[src/rtl/div_pkg.sv]
// Shared types and defaults for the multi-cycle DIV/DIVU sequencer.
package div_pkg;

  // Default operand/result width.
  localparam int DIV_WIDTH = 32;

  // Default quotient returned on divide-by-zero (all ones).
  localparam logic [DIV_WIDTH-1:0] DIV_DIV0_LO = {DIV_WIDTH{1'b1}};

  // Sequencer states.
  typedef enum logic [1:0] {
    IDLE  = 2'd0,
    ALIGN = 2'd1,
    ITER  = 2'd2,
    FIX   = 2'd3
  } div_state_t;

endpackage

[src/rtl/div_step.sv]
// One restoring shift-subtract step: subtract the aligned divisor when it fits
// and shift the resulting quotient bit into q.
module div_step
  import div_pkg::*;
#(
  parameter int WIDTH = DIV_WIDTH
) (
  input  logic [WIDTH-1:0] rem,
  input  logic [WIDTH-1:0] d,
  input  logic [WIDTH-1:0] q,
  output logic [WIDTH-1:0] rem_nxt,
  output logic [WIDTH-1:0] q_nxt,
  output logic             ge
);

  // Compare, conditionally subtract, append the quotient bit.
  always_comb begin
    ge = (rem >= d);
    if (ge) begin
      rem_nxt = rem - d;
    end else begin
      rem_nxt = rem;
    end
    q_nxt = (q << 1'b1) | {{(WIDTH-1){1'b0}}, ge};
  end

endmodule

[src/rtl/div_ctrl.sv]
// Multi-cycle DIV/DIVU sequencer: latches operand magnitudes on start, aligns
// the divisor under the dividend, iterates shift-subtract, then applies the
// quotient/remainder sign fixup. Results are held on hi/lo until the next run.
module div_ctrl
  import div_pkg::*;
#(
  parameter int               WIDTH   = DIV_WIDTH,
  parameter logic [WIDTH-1:0] DIV0_LO = {WIDTH{1'b1}}
) (
  input  logic             clk,
  input  logic             rst_n,
  input  logic             start,
  input  logic             sgn,
  input  logic [WIDTH-1:0] dva,
  input  logic [WIDTH-1:0] dvb,
  input  logic             flush,
  output logic             busy,
  output logic             done,
  output logic [WIDTH-1:0] hi,
  output logic [WIDTH-1:0] lo
);

  localparam int KW = $clog2(WIDTH);

  div_state_t       state_r;
  div_state_t       state_s;
  logic [WIDTH-1:0] rem_r;
  logic [WIDTH-1:0] d_r;
  logic [WIDTH-1:0] q_r;
  logic [KW-1:0]    k_r;
  logic             neg_q_r;
  logic             neg_r_r;
  logic             busy_r;
  logic             done_r;
  logic [WIDTH-1:0] hi_r;
  logic [WIDTH-1:0] lo_r;

  logic             busy_s;
  logic             done_s;
  logic             a_neg_s;
  logic             b_neg_s;
  logic [WIDTH-1:0] abs_a_s;
  logic [WIDTH-1:0] abs_b_s;
  logic             accept_s;
  logic             div0_s;
  logic             small_s;
  logic             align_s;
  logic [WIDTH-1:0] step_rem_s;
  logic [WIDTH-1:0] step_q_s;
  logic             step_ge_s;

  assign a_neg_s  = sgn & dva[WIDTH-1];
  assign b_neg_s  = sgn & dvb[WIDTH-1];
  assign abs_a_s  = a_neg_s ? -dva : dva;
  assign abs_b_s  = b_neg_s ? -dvb : dvb;
  assign accept_s = (state_r == IDLE) & start & ~flush;
  assign div0_s   = (dvb == {WIDTH{1'b0}});
  assign small_s  = (abs_a_s < abs_b_s);
  // Keep shifting while the doubled divisor still fits and cannot overflow.
  assign align_s  = ~d_r[WIDTH-1] && ((d_r << 1'b1) <= rem_r);

  assign busy = busy_r;
  assign done = done_r;
  assign hi   = hi_r;
  assign lo   = lo_r;

  div_step #(.WIDTH(WIDTH)) u_step (
    .rem     (rem_r),
    .d       (d_r),
    .q       (q_r),
    .rem_nxt (step_rem_s),
    .q_nxt   (step_q_s),
    .ge      (step_ge_s)
  );

  // State register.
  always_ff @(posedge clk or negedge rst_n) begin
    if (!rst_n) begin
      state_r <= IDLE;
    end else begin
      state_r <= state_s;
    end
  end

  // Next-state logic; flush overrides everything.
  always_comb begin
    state_s = state_r;
    case (state_r)
      IDLE: begin
        if (accept_s) begin
          if (div0_s || small_s) begin
            state_s = FIX;
          end else begin
            state_s = ALIGN;
          end
        end else begin
          state_s = IDLE;
        end
      end
      ALIGN: begin
        if (align_s) begin
          state_s = ALIGN;
        end else begin
          state_s = ITER;
        end
      end
      ITER: begin
        if (k_r == {KW{1'b0}}) begin
          state_s = FIX;
        end else begin
          state_s = ITER;
        end
      end
      FIX:     state_s = IDLE;
      default: state_s = IDLE;
    endcase
    if (flush) begin
      state_s = IDLE;
    end else begin
      state_s = state_s;
    end
  end

  // Output decode, registered below so busy/done come straight from flops.
  always_comb begin
    busy_s = (state_s != IDLE);
    if ((state_r == FIX) && !flush) begin
      done_s = 1'b1;
    end else begin
      done_s = 1'b0;
    end
  end

  // Datapath: operand capture, alignment, iteration and step counter.
  always_ff @(posedge clk or negedge rst_n) begin
    if (!rst_n) begin
      rem_r   <= {WIDTH{1'b0}};
      d_r     <= {WIDTH{1'b0}};
      q_r     <= {WIDTH{1'b0}};
      k_r     <= {KW{1'b0}};
      neg_q_r <= 1'b0;
      neg_r_r <= 1'b0;
    end else if (!flush) begin
      case (state_r)
        IDLE: begin
          if (start) begin
            k_r <= {KW{1'b0}};
            d_r <= abs_b_s;
            if (div0_s) begin
              // Divide-by-zero: fixed quotient, raw dividend, no sign fixup.
              q_r     <= DIV0_LO;
              rem_r   <= dva;
              neg_q_r <= 1'b0;
              neg_r_r <= 1'b0;
            end else begin
              q_r     <= {WIDTH{1'b0}};
              rem_r   <= abs_a_s;
              neg_q_r <= a_neg_s ^ b_neg_s;
              neg_r_r <= a_neg_s;
            end
          end
        end
        ALIGN: begin
          if (align_s) begin
            d_r <= d_r << 1'b1;
            k_r <= k_r + KW'(1);
          end
        end
        ITER: begin
          rem_r <= step_rem_s;
          q_r   <= step_q_s;
          d_r   <= d_r >> 1'b1;
          if (k_r != {KW{1'b0}}) begin
            k_r <= k_r - KW'(1);
          end
        end
        default: begin
          rem_r <= rem_r;
        end
      endcase
    end
  end

  // Registered handshake and result outputs; results change only in FIX.
  always_ff @(posedge clk or negedge rst_n) begin
    if (!rst_n) begin
      busy_r <= 1'b0;
      done_r <= 1'b0;
      hi_r   <= {WIDTH{1'b0}};
      lo_r   <= {WIDTH{1'b0}};
    end else begin
      busy_r <= busy_s;
      done_r <= done_s;
      if ((state_r == FIX) && !flush) begin
        lo_r <= neg_q_r ? -q_r : q_r;
        hi_r <= neg_r_r ? -rem_r : rem_r;
      end
    end
  end

endmodule

[config.mk]
export PLATFORM = sky130hd
export DESIGN_NAME = div_ctrl
export DESIGN_NICKNAME = d
export VERILOG_FILES = /design/src/rtl/div_pkg.sv /design/src/rtl/div_step.sv /design/src/rtl/div_ctrl.sv
export SDC_FILE = /design/constraint.sdc
export NUM_CORES = 1
export LEC_CHECK = 0
export ABC_AREA = 1
export BUFFER_PORTS_ARGS = -buffer_cell sky130_fd_sc_hd__buf_2
export CAP_MARGIN = 20
export CORE_ASPECT_RATIO = 0.8
export CORE_MARGIN = 2
export CORE_UTILIZATION = 40
export DETAILED_ROUTE_END_ITERATION = 6
export GPL_TIMING_DRIVEN = 0
export HOLD_SLACK_MARGIN = 0.05
export SLEW_MARGIN = 15
export SYNTH_ARGS = -nofsm -noshare
export SYNTH_HDL_FRONTEND = slang
export SYNTH_HIERARCHICAL = 1
export SYNTH_SLANG_ARGS = --single-unit
[constraint.sdc]
create_clock -name clk -period 3.52 [get_ports clk]
set_clock_uncertainty 0.15 [all_clocks]
set_input_delay 0.704 -clock clk [delete_from_list [all_inputs] [get_ports clk]]
set_output_delay 0.704 -clock clk [all_outputs]
set_load 0.1 [all_outputs]
==> metrics.cfg, run 1 <==
[die]
start_util_pct=40.3
fp.dieW_um=230
fp-row-count=66
coreArea_sq_mm=0.0404
io_pins=135
die_area_sq_mm=0.0424
die_h_um=184

[timing]
drv_slew=0
tightest_slew_ns=0.877
setup_viol=0
maxClockFrequency_ghz=0.299
hold_viol=0
fin_crit_sh_pct=95.0
finalCriticalPeriod_ns=3.34
slew_headroom_pct=41.5

[clock_network]
cts_buffers=17
clk_latency_ns=0.46
htree_levels=4
cts-root-buf=clkbuf_16
cts.sinks=171
cts_tree=yes
clockBufferDepth=2
clk_pin_slew_worst_paths_ns=0.07

[worst_hold_path]
hold_path.class=flop to flop
worstHoldPathCells=2

[finish]
layout.nets=2874
antennaDiodeCount=0
drive_above_1_share_pct=13.0
layout_commonest_cell=nand2_1
multi_input_area_sq_mm=0.0101
seqCellArea_sq_mm=0.00428
fin_area_sq_mm=0.0186
most-common-layout-cells=nand2_1 (782), inv_1 (354), nor2_1 (212), dfrtp_1 (171), buf_2 (148)
n_fill_cell=4247
area_growth_syn_to_layout_pct=14.1
stdcell_count=3253

[yosys]
syn-cell-area_sq_mm=0.0163
synthAdderAreaFrac_pct=8.39
synthSimpleGateAreaFrac_pct=34.9
synth_xor_area_share_pct=5.15
seq_area_frac_synth_pct=26.3
syn_nets=2713
synth_flop_cell=dfrtp_1
async_flop_share_pct=100
syn_inst=2536
synth_top_family_by_area=simple AND/OR/NAND/NOR gates
synthMuxAreaShare_pct=0
ys_ff_latch=171
synth_compound_area_share_pct=12.6
synth_edf_count=0
ys_types=59
ys_warn_count=6
syn_avg_cell_area_sq_um=6.42

[place]
numPortBuffers=134
place_hpwl_um=50400
dpl_cell_area_sq_mm=0.0177
dp.cells=3216
gp_congestion=0.963

[critical_path]
cpPeakStageDelay_ns=0.28
cp_num_buf_inv=2
cp.required_ns=3.71
critPathTopFamily=simple AND/OR/NAND/NOR gates
crit_slowest_cell=ha_1
worstSetupPathType=primary input to flop
cp.depth=24
endpoint_kind=flop
crit_top_cell=nand2_1
reg2reg_depth=17
crit_arrival_ns=3.54
startpoint_type=primary input
crit_fanout=4
path_cells=buf_2 -> inv_4 -> ha_4 -> nand3_2 -> nor2_4 -> nand3_2 -> nor2_4 -> nand2_2 -> o21ai_4 -> nand2_1 -> nand2_1 -> nand2_2 -> ha_1 -> nand2_1 -> nor2_2 -> nand4_1 -> nor4_2 -> nand2_1 -> nand2_1 -> nand2_1 -> nand2_1 -> nand2_1 -> nand3_2 -> nand2_1

[route]
post-route-drc-count=3
via_count=17100
via_per_inst=5.25
dr.pass1.iters=7
wire_per_inst_um=18.8
drtIter0Drc=1851
ant_nets=0
drt-total-wl_um=61200

[grt]
grt_max_degree=76
overflow=0
antenna_found_initial=1
grt_pass1_wl_um=92500
grt_pass1_vias=15600
grt_use_total_pct=28.9

[run]
cap_violations=0

[status]
violations=DRC
status=finished with violations

-- final timing paths --
path                                    startpoint                     to  slack [ns]
worst max-delay path                        dva[0]         busy$_DFF_PN0_        0.18
worst min-delay path            hi[30]$_DFFE_PN0P_     hi[30]$_DFFE_PN0P_        0.33
worst max register to register  d_r[0]$_DFFE_PN0P_  rem_r[29]$_DFFE_PN0P_        0.37
worst min register to register  hi[30]$_DFFE_PN0P_     hi[30]$_DFFE_PN0P_        0.33
max in group asynchronous                    rst_n    d_r[16]$_DFFE_PN0P_        1.65
min in group asynchronous                    rst_n      lo[7]$_DFFE_PN0P_        0.57
-- cell families (layout without fill, tap and decap cells) --
| kind of cell | count (synthesis) | in the layout |
|---|---|---|
| AND/OR/NAND/NOR | 1322 | 1322 |
| buffers and inverters | 484 | 657 |
| XOR/XNOR | 95 | 95 |
| flip-flops | 171 | 171 |
| adder cells (fa/ha/maj) | 108 | 108 |
| AO/OA/AOI/OAI | 356 | 356 |
-- Yosys cell counts (6+ instances only) --
cell      number  area share, %
nand3b_1      11           0.51
o21ai_1       10           0.31
nor4_1        14           0.54
nand2_2       38            1.5
buf_2         14           0.43
nor3_1        22           0.68
o21bai_1       7           0.32
o221ai_1       7           0.38
a31oi_1        7           0.27
nor2_1       217            5.0
nand2_1      787             18
nor2_2        14           0.54
a22oi_1       36            1.7
o21ai_0      121            3.7
nand4_1       34            1.3
clkbuf_1      47            1.1
buf_1          6           0.14
o22ai_1       13           0.50
nand3_1      149            4.6
buf_4         36            1.7
dfrtp_1      171             26
xnor2_1        9           0.48
inv_2          7           0.16
inv_1        358            8.3
xor2_1        85            4.6
nor2_4         6           0.41
o211ai_1      15           0.69
ha_1         106            8.1
a21oi_1      120            3.7
-- metal layers --
layer	share of wire (%)	GRT usage [%]	vias to the layer above
met5	0	0	-
met4	2.0	7.17	0
met3	8.0	4.50	55
met2	41	42.1	705
met1	49	44.1	7929
li1	-	-	8397
-- worst register-to-register path, cell delays in order, from the launching register on --
cell      delay [ns]
dfrtp_1         0.44
ha_1            0.25
fa_1            0.38
inv_1           0.15
nand2_1         0.09
nand2_1         0.08
nand3_1         0.09
nand2_2         0.12
nand2_1         0.09
nand3_2         0.10
nand2_4         0.07
nand2_8         0.15
buf_6           0.21
nand3_1         0.23
nand2_1         0.14
o221ai_1        0.11
o21bai_1        0.20
nand2_1         0.05
-- repair_timing --
action,in CTS,in global routing
hold buffers,1,0
setup buffers,0,5
pin swaps,0,8
cloned,0,0
endpoints found under the setup margin,2,2
hold endpoints to repair,36,0
gates resized for setup,3,34
-- final cells by class --
type	count	share of cell area, %
Clock inverter	12	1.25
Multi-Input combinational cell	1881	54.3
Clock buffer	19	2.44
Tap cell	544	3.66
Buffer	112	3.56
Sequential cell	171	23.0
Timing Repair Buffer	142	4.22
Inverter	372	7.58
-- metrics by stage --
stage | hold WS [ns] | worst slack (ns) | util, % | setup TNS, ns
3_3_place_gp | 0.311 | -1.30 | 43.7 | -220.04
4_1_cts | 0.330 | 0.0266 | 45.6 | 0
5_1_grt | 0.349 | -0.0562 | 46.0 | -0.0827
2_1_floorplan | 0.258 | 0.399 | - | 0
3_5_place_dp | 0.312 | -0.623 | 43.8 | -1.22
6_report | 0.326 | 0.176 | 46.0 | 0
-- state kept, by name (all words and copies together), names as in the netlist --
name     cells
q_r         32
rem_r       32
neg_r_r      1
busy         1
neg_q_r      1
lo          32
d_r         32
done         1
k_r          5
hi          32
state_r      2
Power of run 1 is not shown: default switching activity piles up to over one toggle a cycle in this logic, so the estimate is an artifact.
==> run 2: changes to the inputs <==
- BUFFER_PORTS_ARGS: -buffer_cell sky130_fd_sc_hd__buf_2 -> not set
- DONT_BUFFER_PORTS: not set -> 1
==> run 2 against run 1 <==
  * The run ends with hold timing left
  * Critical path depth shrank 1
  * Hold slack got worse by 0.53 ns
  * Utilization is 2.3 points lower
  * Wire length down 2.0%
  * Register-to-register slack worse by 0.06 ns
  * Critical path type unchanged
  * Highest routed layer is now met5
==> metrics.cfg, run 2 (synthesis results as in run 1) <==
[route]
dr.pass1.iters=6  ; -1
wl_met3_um=5650  ; +15%
drtIter0Drc=1904  ; +2.9%
wl_met1_um=28500  ; -5.8%
wl_met2_um=24600  ; -0.80%
via_per_inst=5.32  ; +1.3%
top_layer=met5
via_count=16600  ; -3.0%
wire_per_inst_um=19.3  ; +2.5%
ant_nets=0  ; unchanged
drt-total-wl_um=60000  ; -2.0%
post-route-drc-count=0  ; -3

[finish]
antennaDiodeCount=0  ; unchanged
n_fill_cell=4269  ; +0.52%
stdcell_count=3113  ; -4.3%
area_growth_syn_to_layout_pct=8.31
most-common-layout-cells=nand2_1 (783), inv_1 (356), nor2_1 (214), dfrtp_1 (171), nand3_1 (146)
layout.nets=2734  ; -4.9%
drive_above_1_share_pct=7.90  ; -5.1 points
layout_commonest_cell=nand2_1

[critical_path]
crit_arrival_ns=3.54  ; about the same
endpoint_kind=flop
crit_slowest_cell=nor4_1
cp.required_ns=3.71  ; about the same
crit_fanout=4  ; unchanged
path_cells=clkinvlp_4 -> ha_2 -> nand3_2 -> nor2_4 -> nand3_4 -> nor2_4 -> nand2_1 -> o21ai_2 -> nand2_1 -> nand2_1 -> nand2_2 -> ha_1 -> nand2_1 -> nor2_2 -> nand4_1 -> nor4_1 -> nand2_1 -> nand2_1 -> nand2_1 -> nand2_1 -> nand2_1 -> nand3_2 -> nand2_1
worstSetupPathType=primary input to flop
cpPeakStageDelay_ns=0.31  ; +0.03 ns
crit_top_cell=nand2_1
cp_num_buf_inv=1  ; -1
critPathTopFamily=simple AND/OR/NAND/NOR gates
startpoint_type=primary input

[place]
gp_congestion=0.950  ; -1.3%
numPortBuffers=0  ; -100%
dp.cells=3080  ; -4.2%
place_hpwl_um=49000  ; -2.8%

[clock_network]
cts_tree=yes
clockBufferDepth=2  ; unchanged
htree_levels=4  ; unchanged
clk_latency_ns=0.46  ; about the same
cts-root-buf=clkbuf_16
clk_pin_slew_worst_paths_ns=0.07  ; about the same
cts.sinks=171  ; unchanged
cts_buffers=17  ; unchanged

[grt]
grt_use_total_pct=28.3  ; -0.59 points
grt_pass1_vias=15200  ; -3.0%
grt_max_degree=172  ; +130%
overflow=0  ; unchanged
grt_pass1_wl_um=91200  ; -1.4%
antenna_found_initial=1  ; unchanged

[run]
cap_violations=0  ; unchanged

[timing]
drv_slew=0  ; unchanged
slew_headroom_pct=31.5  ; -10 points
tightest_slew_ns=1.03  ; +0.151 ns
setup_tns_ns=0  ; unchanged
maxClockFrequency_ghz=0.298  ; -0.25%
hold_viol=171  ; +171
holdWs_ns=-0.201  ; -0.528 ns
setup_viol=0  ; unchanged
finalCriticalPeriod_ns=3.35  ; +0.00830 ns
fin_crit_sh_pct=95.2  ; +0.24 points

[die]
io_pins=135  ; unchanged
fp.dieW_um=230  ; unchanged
die_h_um=184  ; unchanged
coreArea_sq_mm=0.0404  ; unchanged
start_util_pct=40.3  ; unchanged
die_area_sq_mm=0.0424  ; unchanged
fp-row-count=66  ; unchanged

[worst_hold_path]
hold_path.class=primary input to asynchronous set/reset pin

[status]
status=finished with violations
violations=hold timing

## run 2: cell types whose count changed in the layout (fill, tap and decap cells not counted), sizes merged
cell,previous run,this run
inv,370,367
clkinvlp,1,10
bufinv,6,1
buf,206,66
dlygate4sd3,1,0
## run 2: worst reg2reg max path, stage by stage (launching register included)
cell	delay, ns
dfrtp_1	0.47
ha_1	0.25
fa_1	0.42
inv_1	0.15
nand2_1	0.09
nand2_1	0.08
nand3_1	0.11
nand2_2	0.13
nand2_1	0.09
nand3_2	0.09
nand2_4	0.07
nand2_8	0.14
buf_6	0.20
nand3_1	0.16
nand2_1	0.17
o221ai_1	0.13
inv_1	0.09
nand2_1	0.08
o21ai_0	0.08
## run 2: cell type report
class                      count  area (sq um)  share of cell area (%)
timing repair buffer           2          15.0                  0.0851
inverter                     372          1410                    8.01
tap                          544           681                    3.86
sequential                   171          4280                    24.3
buffer                       112           661                    3.74
clock inverter                13           120                   0.681
multi-input combinational   1881         10000                    56.9
clock buffer                  18           429                    2.43
## run 2: final timing paths
kind	from	slack (ns)	end	cells past startpoint
max in group asynchronous	rst_n	3.16	d_r[10]$_DFFE_PN0P_	0
min in group clk	dva[21]	0.27	rem_r[21]$_DFFE_PN0P_	2
setup reg to reg	d_r[0]$_DFFE_PN0P_	0.31	rem_r[27]$_DFFE_PN0P_	18
hold / removal	rst_n	-0.20	lo[6]$_DFFE_PN0P_	0
hold reg to reg	k_r[2]$_DFFE_PN0P_	0.38	k_r[2]$_DFFE_PN0P_	2
setup / recovery	dva[0]	0.17	busy$_DFF_PN0_	23
## run 2: layer usage
metal / GRT usage [%] / vias up
met1: 41.3 / 7698
met5: 0 / -
met3: 6.71 / 67
met2: 41.8 / 682
li1: - / 8119
met4: 6.68 / 2
## run 2: per-stage QoR
stage | setup WS (ns) | hold WS [ns] | utilization [%] | instance area (sq um)
floorplan | 0.399 | 0.258 | - | 16300
global placement | -0.510 | 0.271 | 42.0 | 17000
detailed placement | -0.532 | 0.270 | 42.0 | 17000
CTS | 0.0267 | -0.223 | 43.4 | 17500
global route | -0.00900 | -0.223 | 43.7 | 17600
finish | 0.168 | -0.201 | 43.7 | 17600
## run 2: timing repair
item	4_1_cts	5_1_grt
endpoints found under the hold margin	171	171
buffers inserted	0	2
pin swaps	0	7
resized for setup	1	23
gates cloned	0	0
endpoints found under the setup margin	2	2
Power of run 2 is left out for the same reason.
==> run 3: changes to the inputs <==
==> constraint.sdc (replaced) <==
create_clock -name clk -period 3.52 [get_ports clk]
set_clock_uncertainty 0.15 [all_clocks]
set_input_delay 0 -clock clk [delete_from_list [all_inputs] [get_ports clk]]
set_output_delay 0 -clock clk [all_outputs]
set_load 0.1 [all_outputs]
==> run 3 against run 2 <==
  * The flow still finishes with violations (hold timing)
  * Global-route usage rose by 0.45 points
  * Utilization rose by 2.1 points
  * Final area rose by 4.9%
  * Sequential share of layout area fell by 1.1 points
  * Die area did not move
==> metrics.cfg, run 3 (synthesis results as in run 1) <==
[clock_network]
clockBufferDepth=2  ; unchanged
clk_pin_slew_worst_paths_ns=0.07  ; about the same
cts_buffers=17  ; unchanged
cts.sinks=171  ; unchanged
htree_levels=4  ; unchanged
cts.hold.buffers_added=91
cts_tree=yes
cts-root-buf=clkbuf_16
clk_latency_ns=0.46  ; about the same

[place]
numPortBuffers=0  ; unchanged
gp_congestion=0.950  ; unchanged
place_hpwl_um=49000  ; unchanged
dp_slack_ns=0.172  ; +0.704 ns

[run]
cap_violations=0  ; unchanged

[die]
start_util_pct=40.3  ; unchanged
io_pins=135  ; unchanged
die_h_um=184  ; unchanged
coreArea_sq_mm=0.0404  ; unchanged
die_area_sq_mm=0.0424  ; unchanged
fp.dieW_um=230  ; unchanged
fp-row-count=66  ; unchanged

[timing]
fin_crit_sh_pct=94.6  ; -0.64 points
drv_slew=0  ; unchanged
setup_viol=0  ; unchanged
tightest_slew_ns=1.03  ; +0.000801 ns
holdWs_ns=-0.898  ; -0.696 ns
setup_tns_ns=0  ; unchanged
grt_setup_unrepaired=false
hold_viol=171  ; unchanged
setup_slack_ns=0.190  ; +0.0225 ns
finalCriticalPeriod_ns=3.33  ; -0.0225 ns
maxClockFrequency_ghz=0.300  ; +0.67%
slew_headroom_pct=31.4  ; -0.053 points

[critical_path]
crit_fanout=10  ; +6
worstSetupPathType=flop to flop
cp.required_ns=3.68  ; -0.03 ns
endpoint_kind=flop
crit_arrival_ns=3.49  ; -0.05 ns
reg2reg_depth=9  ; -9
startpoint_type=flop

[finish]
seqCellArea_sq_mm=0.00428  ; unchanged
layout.nets=2822  ; +3.2%
layout_commonest_cell=nand2_1
n_fill_cell=4209  ; -1.4%
most-common-layout-cells=nand2_1 (782), inv_1 (357), nor2_1 (212), dfrtp_1 (171), nand3_1 (148)
multi_input_area_sq_mm=0.0100  ; -0.24%
drive_above_1_share_pct=7.64  ; -0.26 points
area_growth_syn_to_layout_pct=13.6

[route]
via_per_inst=5.34  ; +0.30%
via_count=17100  ; +3.3%
dr.pass1.iters=6  ; unchanged
ant_nets=0  ; unchanged
drtIter0Drc=1886  ; -0.95%
drt-total-wl_um=61100  ; +1.8%
wire_per_inst_um=19.1  ; -1.1%
post-route-drc-count=0  ; unchanged

[grt]
grt_pass1_vias=15700  ; +3.5%
grt_max_degree=172  ; unchanged
grt_pass1_wl_um=93100  ; +2.1%
antenna_found_initial=5  ; +4
grt_use_total_pct=28.8  ; +0.45 points
overflow=0  ; unchanged

[status]
violations=hold timing
status=finished with violations

[worst_hold_path]
hold_path.class=primary input to asynchronous set/reset pin

run 3: worst paths after layout:
check	start	end	slack [ns]
setup / recovery	state_r[0]$_DFF_PN0_	rem_r[1]$_DFFE_PN0P_	0.19
hold / removal	rst_n	lo[6]$_DFFE_PN0P_	-0.90
setup reg to reg	state_r[0]$_DFF_PN0_	rem_r[1]$_DFFE_PN0P_	0.19
hold reg to reg	k_r[2]$_DFFE_PN0P_	k_r[2]$_DFFE_PN0P_	0.38
max in group asynchronous	rst_n	d_r[10]$_DFFE_PN0P_	3.73
min in group clk	dva[24]	rem_r[28]$_DFFE_PN0P_	0.07
run 3: metal layers:
metal  share of wire, %  up-vias  track usage, %
met2                 41      753            42.8
met4                2.3        2            7.38
met3                9.0       90            5.58
li1                   -     8303               -
met1                 47     7961            42.3
met5              0.021        -               0
run 3: critical path, stage by stage, from the launching register on:
cell           delay, ns
dfrtp_1             0.40
inv_1               0.09
ha_1                0.33
clkinv_1            0.25
clkbuf_1            0.48
o21ai_0             0.16
dlygate4sd3_1       0.59
a21oi_1             0.12
dlygate4sd3_1       0.56
o22ai_1             0.06
run 3: layout make-up:
cell class | count | share of cell area [%]
Clock inverter | 13 | 0.649
Timing Repair Buffer | 90 | 4.87
Multi-Input combinational cell | 1881 | 54.1
Tap cell | 544 | 3.68
Clock buffer | 18 | 2.32
Antenna cell | 4 | 0.0541
Inverter | 372 | 7.60
Buffer | 112 | 3.57
Sequential cell | 171 | 23.1
run 3: repair_timing:
item	CTS	global route
setup endpoints to repair	0	2
hold endpoints to repair	245	171
resized for setup	0	20
setup buffers	0	0
run 3: stage by stage:
| step | hold WS, ns | util (%) | std cells | area [sq um] |
|---|---|---|---|---|
| after floorplan | -0.446 | - | 2536 | 16300 |
| after global placement | -0.433 | 42.0 | 3080 | 17000 |
| after detailed placement | -0.434 | 42.0 | 3080 | 17000 |
| after CTS | -0.927 | 45.6 | 3202 | 18400 |
| after global routing | -0.927 | 45.8 | 3202 | 18500 |
| final | -0.898 | 45.8 | 3205 | 18500 |
Power of run 3 is left out for the same reason.
